[src/rtl/ram_port_arbiter_pkg.sv]
// ---------------------------------------------------------------------------
// ram_ctrl_pkg
// Shared definitions for the RAM port arbiter: the two-bit RAM command
// opcodes, the arbiter FSM state encoding, the default word width and small
// helpers for building command words and completion pulses.
// No ports (package).
// ---------------------------------------------------------------------------
package ram_ctrl_pkg;

  // Default width of requester address, write data and read data.
  localparam int ADDR_SIZE_DEF = 8;

  // RAM command opcodes, carried in the top two bits of ram_din.
  localparam logic [1:0] OP_WR_ADDR = 2'b00;
  localparam logic [1:0] OP_WR_DATA = 2'b01;
  localparam logic [1:0] OP_RD_ADDR = 2'b10;
  localparam logic [1:0] OP_RD_DATA = 2'b11;

  typedef enum logic [2:0] {
    ST_IDLE     = 3'd0,
    ST_CMD_ADDR = 3'd1,
    ST_CMD_DATA = 3'd2,
    ST_RD_WAIT  = 3'd3,
    ST_DONE     = 3'd4
  } state_t;

  // Opcode for the first (address) beat of a transaction.
  function automatic logic [1:0] addr_opcode(input logic we);
    return we ? OP_WR_ADDR : OP_RD_ADDR;
  endfunction

  // Opcode for the second (data) beat of a transaction.
  function automatic logic [1:0] data_opcode(input logic we);
    return we ? OP_WR_DATA : OP_RD_DATA;
  endfunction

  // One-hot vector for a two-requester index.
  function automatic logic [1:0] onehot2(input logic idx);
    return idx ? 2'b10 : 2'b01;
  endfunction

endpackage

[src/rtl/ram_port_arbiter_if.sv]
// ---------------------------------------------------------------------------
// ram_port_arbiter_if
// Requester-side bus of the RAM port arbiter. Both requesters share one
// instance; per-requester fields are packed with requester i at bit i (1-bit
// fields) or at [i*ADDR_SIZE +: ADDR_SIZE] (word fields).
//   req       : request level per requester
//   req_we    : 1 = write, 0 = read, per requester
//   req_addr  : word address per requester
//   req_wdata : write data per requester
//   done      : one-cycle, one-hot completion pulse
//   rdata     : read data, meaningful while a read's done bit is high
//   rsp_err   : read timeout flag, qualified by done
// Modports: master = requester side, slave = arbiter side.
// ---------------------------------------------------------------------------
interface ram_port_arbiter_if #(
  parameter int ADDR_SIZE = ram_ctrl_pkg::ADDR_SIZE_DEF
);

  logic [1:0]             req;
  logic [1:0]             req_we;
  logic [2*ADDR_SIZE-1:0] req_addr;
  logic [2*ADDR_SIZE-1:0] req_wdata;
  logic [1:0]             done;
  logic [ADDR_SIZE-1:0]   rdata;
  logic                   rsp_err;

  modport master (
    output req, req_we, req_addr, req_wdata,
    input  done, rdata, rsp_err
  );

  modport slave (
    input  req, req_we, req_addr, req_wdata,
    output done, rdata, rsp_err
  );

endinterface

[src/rtl/ram_port_arbiter_rr_arb2.sv]
// ---------------------------------------------------------------------------
// rr_arb2
// Two-input round-robin arbiter. A lone requester wins outright; when both
// request, the one not granted last wins. The last-grant pointer advances
// only when the owner pulses update, and out of reset it favours requester 0.
//   clk    : clock, rising edge
//   rst    : synchronous, active-high reset
//   req    : request vector, bit i = requester i
//   update : grant is being taken this cycle, record the winner
//   grant  : one-hot grant (zero when nobody requests)
//   idx    : index of the winning requester
//   last   : index of the requester granted most recently
// ---------------------------------------------------------------------------
module rr_arb2
  import ram_ctrl_pkg::*;
(
  input  logic       clk,
  input  logic       rst,
  input  logic [1:0] req,
  input  logic       update,
  output logic [1:0] grant,
  output logic       idx,
  output logic       last
);

  always_comb begin
    // NOTE: every output gets a default before the case so no latch is inferred.
    idx   = 1'b0;
    grant = 2'b00;
    case (req)
      2'b01: idx = 1'b0;
      2'b10: idx = 1'b1;
      2'b11: idx = ~last;
      default: idx = 1'b0;
    endcase
    if (|req) grant = onehot2(idx);
  end

  always_ff @(posedge clk) begin
    // NOTE: state updates use non-blocking assignments so every flop samples
    // pre-edge values regardless of block evaluation order.
    if (rst) begin
      last <= 1'b1;  // pretend requester 1 went last so requester 0 wins first
    end else if (update) begin
      last <= idx;
    end
  end

endmodule

[src/rtl/ram_port_arbiter.sv]
// ---------------------------------------------------------------------------
// ram_port_arbiter
// Shares the single-port RAM command interface between two requesters.
// Each granted transaction is sent to the RAM as two command beats
// ({opcode, payload}); reads then wait for the RAM response, capture it and
// report completion with a one-cycle, one-hot done pulse. Every output comes
// straight from a flop.
//   clk          : clock, rising edge
//   rst          : synchronous, active-high reset
//   bus          : requester bus (ram_port_arbiter_if.slave)
//   busy         : high whenever the FSM is not idle
//   ram_din      : RAM command word {opcode[1:0], payload}
//   ram_rx_valid : RAM command strobe
//   ram_dout     : RAM read data
//   ram_tx_valid : RAM read data valid
// Build option RAM_ARB_RD_TIMEOUT_EN: bounds the read-response wait to
// TIMEOUT_CYCLES cycles; on expiry the transaction completes with rsp_err set
// and rdata left unchanged. Without it the wait is unbounded and rsp_err is 0.
// ---------------------------------------------------------------------------
module ram_port_arbiter
  import ram_ctrl_pkg::*;
#(
  parameter int ADDR_SIZE = ADDR_SIZE_DEF
`ifdef RAM_ARB_RD_TIMEOUT_EN
  ,
  parameter int TIMEOUT_CYCLES = 15
`endif
) (
  input  logic                 clk,
  input  logic                 rst,
  ram_port_arbiter_if.slave    bus,
  output logic                 busy,
  output logic [ADDR_SIZE+1:0] ram_din,
  output logic                 ram_rx_valid,
  input  logic [ADDR_SIZE-1:0] ram_dout,
  input  logic                 ram_tx_valid
);

  state_t               state;
  logic                 idx_q;
  logic                 we_q;
  logic [ADDR_SIZE-1:0] wdata_q;
  logic [ADDR_SIZE-1:0] rdata_q;
  logic [1:0]           done_q;

  logic [1:0]           grant;
  logic                 win_idx;
  logic                 win_we;
  logic [ADDR_SIZE-1:0] win_addr;
  logic [ADDR_SIZE-1:0] win_wdata;
  logic                 arb_update;
  logic                 rr_last_unused;

  // The pointer only moves when a grant is actually taken in IDLE.
  assign arb_update = (state == ST_IDLE) && (|bus.req);

  rr_arb2 u_arb (
    .clk    (clk),
    .rst    (rst),
    .req    (bus.req),
    .update (arb_update),
    .grant  (grant),
    .idx    (win_idx),
    .last   (rr_last_unused)
  );

  assign win_we    = bus.req_we[win_idx];
  assign win_addr  = win_idx ? bus.req_addr[2*ADDR_SIZE-1 -: ADDR_SIZE]
                             : bus.req_addr[ADDR_SIZE-1:0];
  assign win_wdata = win_idx ? bus.req_wdata[2*ADDR_SIZE-1 -: ADDR_SIZE]
                             : bus.req_wdata[ADDR_SIZE-1:0];

  assign bus.done  = done_q;
  assign bus.rdata = rdata_q;

`ifdef RAM_ARB_RD_TIMEOUT_EN
  localparam int CNT_W = (TIMEOUT_CYCLES > 1) ? $clog2(TIMEOUT_CYCLES) : 1;
  logic [CNT_W-1:0] wait_cnt;
  logic             err_q;
  assign bus.rsp_err = err_q;
`else
  assign bus.rsp_err = 1'b0;
`endif

  always_ff @(posedge clk) begin
    if (rst) begin
      state        <= ST_IDLE;
      idx_q        <= 1'b0;
      we_q         <= 1'b0;
      wdata_q      <= '0;
      rdata_q      <= '0;
      done_q       <= 2'b00;
      busy         <= 1'b0;
      ram_rx_valid <= 1'b0;
      ram_din      <= '0;
`ifdef RAM_ARB_RD_TIMEOUT_EN
      wait_cnt     <= '0;
      err_q        <= 1'b0;
`endif
    end else begin
      done_q <= 2'b00;  // done is a single-cycle pulse
      case (state)
        ST_IDLE: begin
          if (|grant) begin
            // Everything the transaction needs is captured here, so the
            // requester's inputs may change freely afterwards. The address
            // lives on only inside the registered first command beat.
            idx_q        <= win_idx;
            we_q         <= win_we;
            wdata_q      <= win_we ? win_wdata : '0;  // read data beat carries 0
            ram_rx_valid <= 1'b1;
            ram_din      <= {addr_opcode(win_we), win_addr};
            busy         <= 1'b1;
            state        <= ST_CMD_ADDR;
          end
        end

        ST_CMD_ADDR: begin
          ram_din <= {data_opcode(we_q), wdata_q};
          state   <= ST_CMD_DATA;
        end

        ST_CMD_DATA: begin
          ram_rx_valid <= 1'b0;
          ram_din      <= '0;
          if (we_q) begin
            done_q <= onehot2(idx_q);
`ifdef RAM_ARB_RD_TIMEOUT_EN
            err_q  <= 1'b0;
`endif
            state  <= ST_DONE;
          end else begin
`ifdef RAM_ARB_RD_TIMEOUT_EN
            wait_cnt <= '0;
`endif
            state <= ST_RD_WAIT;
          end
        end

        ST_RD_WAIT: begin
          if (ram_tx_valid) begin
            rdata_q <= ram_dout;
            done_q  <= onehot2(idx_q);
`ifdef RAM_ARB_RD_TIMEOUT_EN
            err_q   <= 1'b0;
`endif
            state   <= ST_DONE;
          end
`ifdef RAM_ARB_RD_TIMEOUT_EN
          else if (wait_cnt == CNT_W'(TIMEOUT_CYCLES - 1)) begin
            // Give up: complete with the error flag, rdata untouched.
            done_q <= onehot2(idx_q);
            err_q  <= 1'b1;
            state  <= ST_DONE;
          end else begin
            wait_cnt <= wait_cnt + 1'b1;
          end
`endif
        end

        ST_DONE: begin
          // req is deliberately ignored here; the requester drops it on the
          // edge that ends this cycle.
          busy  <= 1'b0;
          state <= ST_IDLE;
        end

        default: begin
          busy         <= 1'b0;
          ram_rx_valid <= 1'b0;
          state        <= ST_IDLE;
        end
      endcase
    end
  end

endmodule

[src/flat_wrapper.sv]
// flat-port wrapper written by rule: the top's interface ports become plain ports
module ram_port_arbiter_flat import ram_ctrl_pkg::*;
#(
  parameter int ADDR_SIZE = ADDR_SIZE_DEF

)
  (clk, rst, busy, ram_din, ram_rx_valid, ram_dout, ram_tx_valid, bus_req, bus_req_we, bus_req_addr, bus_req_wdata, bus_done, bus_rdata, bus_rsp_err);
  ram_port_arbiter_if #(.ADDR_SIZE(ADDR_SIZE)) bus_i ();
  input  logic clk;
  input  logic rst;
  output logic busy;
  output logic [ADDR_SIZE+1:0] ram_din;
  output logic ram_rx_valid;
  input  logic [ADDR_SIZE-1:0] ram_dout;
  input  logic ram_tx_valid;
  input wire logic [$bits(bus_i.req)-1:0] bus_req;
  input wire logic [$bits(bus_i.req_we)-1:0] bus_req_we;
  input wire logic [$bits(bus_i.req_addr)-1:0] bus_req_addr;
  input wire logic [$bits(bus_i.req_wdata)-1:0] bus_req_wdata;
  output wire logic [$bits(bus_i.done)-1:0] bus_done;
  output wire logic [$bits(bus_i.rdata)-1:0] bus_rdata;
  output wire logic [$bits(bus_i.rsp_err)-1:0] bus_rsp_err;
  assign bus_i.req = bus_req;
  assign bus_i.req_we = bus_req_we;
  assign bus_i.req_addr = bus_req_addr;
  assign bus_i.req_wdata = bus_req_wdata;
  assign bus_done = bus_i.done;
  assign bus_rdata = bus_i.rdata;
  assign bus_rsp_err = bus_i.rsp_err;
  ram_port_arbiter #(.ADDR_SIZE(ADDR_SIZE)) u_core (.clk(clk), .rst(rst), .bus(bus_i), .busy(busy), .ram_din(ram_din), .ram_rx_valid(ram_rx_valid), .ram_dout(ram_dout), .ram_tx_valid(ram_tx_valid));
endmodule
[config.mk]
export PLATFORM = sky130hd
export DESIGN_NAME = ram_port_arbiter_flat
export DESIGN_NICKNAME = d
export VERILOG_FILES = /design/src/rtl/ram_port_arbiter_pkg.sv /design/src/rtl/ram_port_arbiter_if.sv /design/src/rtl/ram_port_arbiter_rr_arb2.sv /design/src/rtl/ram_port_arbiter.sv /design/src/flat_wrapper.sv
export SDC_FILE = /design/constraint.sdc
export NUM_CORES = 1
export LEC_CHECK = 0
export BUFFER_PORTS_ARGS = -buffer_cell sky130_fd_sc_hd__buf_2
export CORE_MARGIN = 4
export CORE_UTILIZATION = 44
export DETAILED_ROUTE_END_ITERATION = 16
export GPL_TIMING_DRIVEN = 0
export PLACE_DENSITY_LB_ADDON = 0.08
export SYNTH_ARGS = -nofsm -noshare
export SYNTH_HDL_FRONTEND = slang
export SYNTH_HIERARCHICAL = 1
export SYNTH_SLANG_ARGS = --single-unit
[constraint.sdc]
create_clock -name clk -period 1.6 [get_ports clk]
set_input_delay 0.16 -clock clk [delete_from_list [all_inputs] [get_ports clk]]
set_output_delay 0.16 -clock clk [all_outputs]
set_load 0.1 [all_outputs]
==> results.md <==
- Maximum number of pins on one net before global-route repair: 12
- Clk sink count: 36
- Total Nets Final: 330
- Initial antenna violation count: 0
- Transition time of the tightest slew-check pin: between 0.6 and 0.7 ns
- Fmax: around 640 MHz
- Leading area contributor after synthesis: sky130_fd_sc_hd__dfxtp_1
- Most common cell in the synthesized netlist: sky130_fd_sc_hd__dfxtp_1
- CTS clk-pin slew, worst paths: 0.07 ns
- Final TNS setup: 0 ns
- Share of the synthesized area in the top cell type: 0.3994
- Layout area overhead: 33.98%
- Total standard cell area after synthesis: between 1500 and 2000 sq um
- Status: completed
- CTS Buffer Depth: 2
- Num rows: 23
- Yosys cell types: 37
- Die area: 5189 sq um
- Global-route wire length before repair: 7258 um
- Yosys warns: 6
- Vias: 1725
- H-tree depth reported by CTS: 2
- Setup-violating endpoint count in the final report: 0
- Commonest cells post-synth: 36 x sky130_fd_sc_hd__dfxtp_1, 32 x sky130_fd_sc_hd__a21oi_1, 28 x sky130_fd_sc_hd__nand2_1, 18 x sky130_fd_sc_hd__mux2_2, 17 x sky130_fd_sc_hd__o21ai_0
- Routed length per placed instance: about 13 um
- Global-route congestion overflow total: 0
- Overall fraction of global-route tracks in use: 0.1753
- Number of buffers created by CTS: 5
- Gate count of the mapped netlist: 203
- Y dimension of the die: around 72 um
- Antenna-violating nets left: 0
- Post-synth EDFFs: 0
- Fraction of layout cells with a size suffix above 1: 0.4648
- Class of the worst hold path: primary input to register
- Number of port buffers: 68
- Power per Cell Area: 1279 nW/um^2
- First-iteration detailed-routing DRC count: 110
- Classification of the worst setup path: register to register
- Final weighted congestion in routability-driven placement: 0.7399
- Data arrival at the endpoint of the critical path: 1.76 ns
- CTS Root Cell: sky130_fd_sc_hd__clkbuf_8
- Ys async rst share: 0
- Leakage: 1.028 nW
- Area of the core: 3971 sq um
- Initial cell density of the core: 0.4543
- Tcrit/Tclk final: 0.9721
- Clock skew after layout: 0.004829 ns
- Total inserted antenna cells: 0
- Worst vdd rail ir drop: about 0.5 mV
- Data required time of the worst path: 1.80 ns
- CP Max Fanout: 10
- Fill cells: 368
- Setup repair after global routing missed its margin: yes
- DR vias/cell: approximately 5.2
- Shortest clock period the worst path allows after layout: 1.555 ns
- Flops & latches, synth: 36
- Reported max-cap violation count: 0
- Die boundary width: approximately 70 um
- Kind of capture point of the worst setup path: register
- Sequential fraction of the synthesis area: 0.3994
- Max Slew Vio Count: 0
- Top Ports: 70
- Predominant post-synthesis flop cell: sky130_fd_sc_hd__dfxtp_1
- Headroom to the max-slew limit: 0.5555
- DRC violations left: 0
- Number of detailed-route iterations in the first pass: 4
- Final Power: 3.093 mW
- Per-instance average area after synthesis: 8.888 sq um
- Top area cells in the synthesized netlist: sky130_fd_sc_hd__dfxtp_1 40%, sky130_fd_sc_hd__mux2_2 11%, sky130_fd_sc_hd__a21oi_1 8.9%
- Count of hold buffers inserted by post-cts repair: 0
- CTS tree: yes
- Routed Wire Length: 4489 um
- Clock insertion delay at the later pin of the skew report: 0.28 ns
- Final Hold Violating Endpoints: 0
- Worst slack on hold paths: 0.1041 ns
- Placed wire-length estimate: ~3200 um
- Via count of the first global-routing pass: 1617
- Mapped Nets: 250
- Worst Setup Start Kind: register
-- logic make-up (layout without fill, tap and decap cells) --
family	Yosys count	count (layout)	share of synthesized area
buffers and inverters	18	99	0.05201
xor gates and xnor gates	1	1	0.004855
DFF	36	36	0.3994
AOI/OAI and AO/OA	67	67	0.2524
muxes	19	19	0.1179
other	1	1	0.002078
and+or+nand+nor	61	61	0.1713
-- worst paths after layout --
| kind | startpoint | endpoint | slack, ns | cells past startpoint |
|---|---|---|---|---|
| setup / recovery | u_core/u_arb/last$_SDFFE_PP1P_ | u_core/ram_din[9]$_SDFFE_PP0P_ | 0.04 | 5 |
| hold reg to reg | u_core/bus.rdata[3]$_SDFFE_PP0P_ | u_core/bus.rdata[3]$_SDFFE_PP0P_ | 0.46 | 2 |
| hold / removal | ram_dout[4] | u_core/bus.rdata[4]$_SDFFE_PP0P_ | 0.10 | 3 |
| setup reg to reg | u_core/u_arb/last$_SDFFE_PP1P_ | u_core/ram_din[9]$_SDFFE_PP0P_ | 0.04 | 5 |
-- per-layer routing --
| layer | up-vias | wire [um] | track usage |
|---|---|---|---|
| met5 | - | 0 | 0 |
| met4 | 0 | 51 | 0.04384 |
| met3 | 5 | 346 | 0.04571 |
| met2 | 57 | 1993 | 0.2837 |
| met1 | 771 | 2098 | 0.2336 |
| li1 | 892 | - | - |
-- state kept, by name (all words and copies together) (netlist names) --
name,flops
u_core/ram_din,10
u_core/bus.rdata,8
u_core/wdata_q,8
u_core/state,3
u_core/bus.done,2
u_core/busy,1
u_core/idx_q,1
u_core/ram_rx_valid,1
u_core/u_arb/last,1
u_core/we_q,1
-- cell usage in the layout (no fill, tap or decap), types with 4 or more instances in the layout --
| master | instances |
|---|---|
| sky130_fd_sc_hd__buf_2 | 72 |
| sky130_fd_sc_hd__a21oi_1 | 31 |
| sky130_fd_sc_hd__o21ai_0 | 17 |
| sky130_fd_sc_hd__buf_6 | 5 |
| sky130_fd_sc_hd__dfxtp_1 | 35 |
| sky130_fd_sc_hd__nor2_1 | 4 |
| sky130_fd_sc_hd__nand4_1 | 8 |
| sky130_fd_sc_hd__buf_4 | 8 |
| sky130_fd_sc_hd__clkbuf_8 | 6 |
| sky130_fd_sc_hd__a311oi_2 | 9 |
| sky130_fd_sc_hd__nor3_1 | 4 |
| sky130_fd_sc_hd__mux2_2 | 17 |
| sky130_fd_sc_hd__clkbuf_1 | 4 |
| sky130_fd_sc_hd__nand2_1 | 28 |
-- area by class of cell --
| cell class | count | area (sq um) | share of cell area |
|---|---|---|---|
| Clock buffer | 6 | 82.58 | 0.03416 |
| Multi-Input combinational cell | 149 | 1037 | 0.4291 |
| Inverter | 1 | 3.754 | 0.001553 |
| Sequential cell | 36 | 724.4 | 0.2997 |
| Timing Repair Buffer | 75 | 390.4 | 0.1615 |
| Buffer | 15 | 106.4 | 0.04400 |
| Tap cell | 50 | 62.56 | 0.02588 |
| Clock inverter | 2 | 10.01 | 0.004141 |
-- repair_timing --
action	4_1_cts	5_1_grt
hold endpoints to repair	0	0
setup buffers	0	6
setup endpoints to repair	22	25
cloned	0	1
resized for setup	14	10
pin swaps	0	0
-- metrics by stage --
step,utilization,cells,cell area (sq um),worst slack [ns]
finish,0.6087,334,2417,0.04464
global route,0.6087,334,2417,-0.03725
CTS,0.5876,328,2333,0.01516
detailed placement,0.5558,321,2207,-0.1368
global placement,0.5558,321,2207,-0.1207
floorplan,-,203,1804,0.06504
-- power by group --
group	internal (mW)	total (mW)	switching [mW]
clock	0.343	0.657	0.314
combinational	0.413	1.35	0.939
sequential	1.01	1.08	0.0725
total	1.77	3.09	1.32
-- worst max-delay path, cell delays in order, from the launching register on --
cell and delay (ns):
sky130_fd_sc_hd__dfxtp_4 0.36, sky130_fd_sc_hd__a21boi_4 0.17, sky130_fd_sc_hd__buf_6 0.15, sky130_fd_sc_hd__mux2_4 0.36, sky130_fd_sc_hd__o21bai_1 0.18, sky130_fd_sc_hd__a311oi_2 0.24
Power figures use the tool's default switching activity.
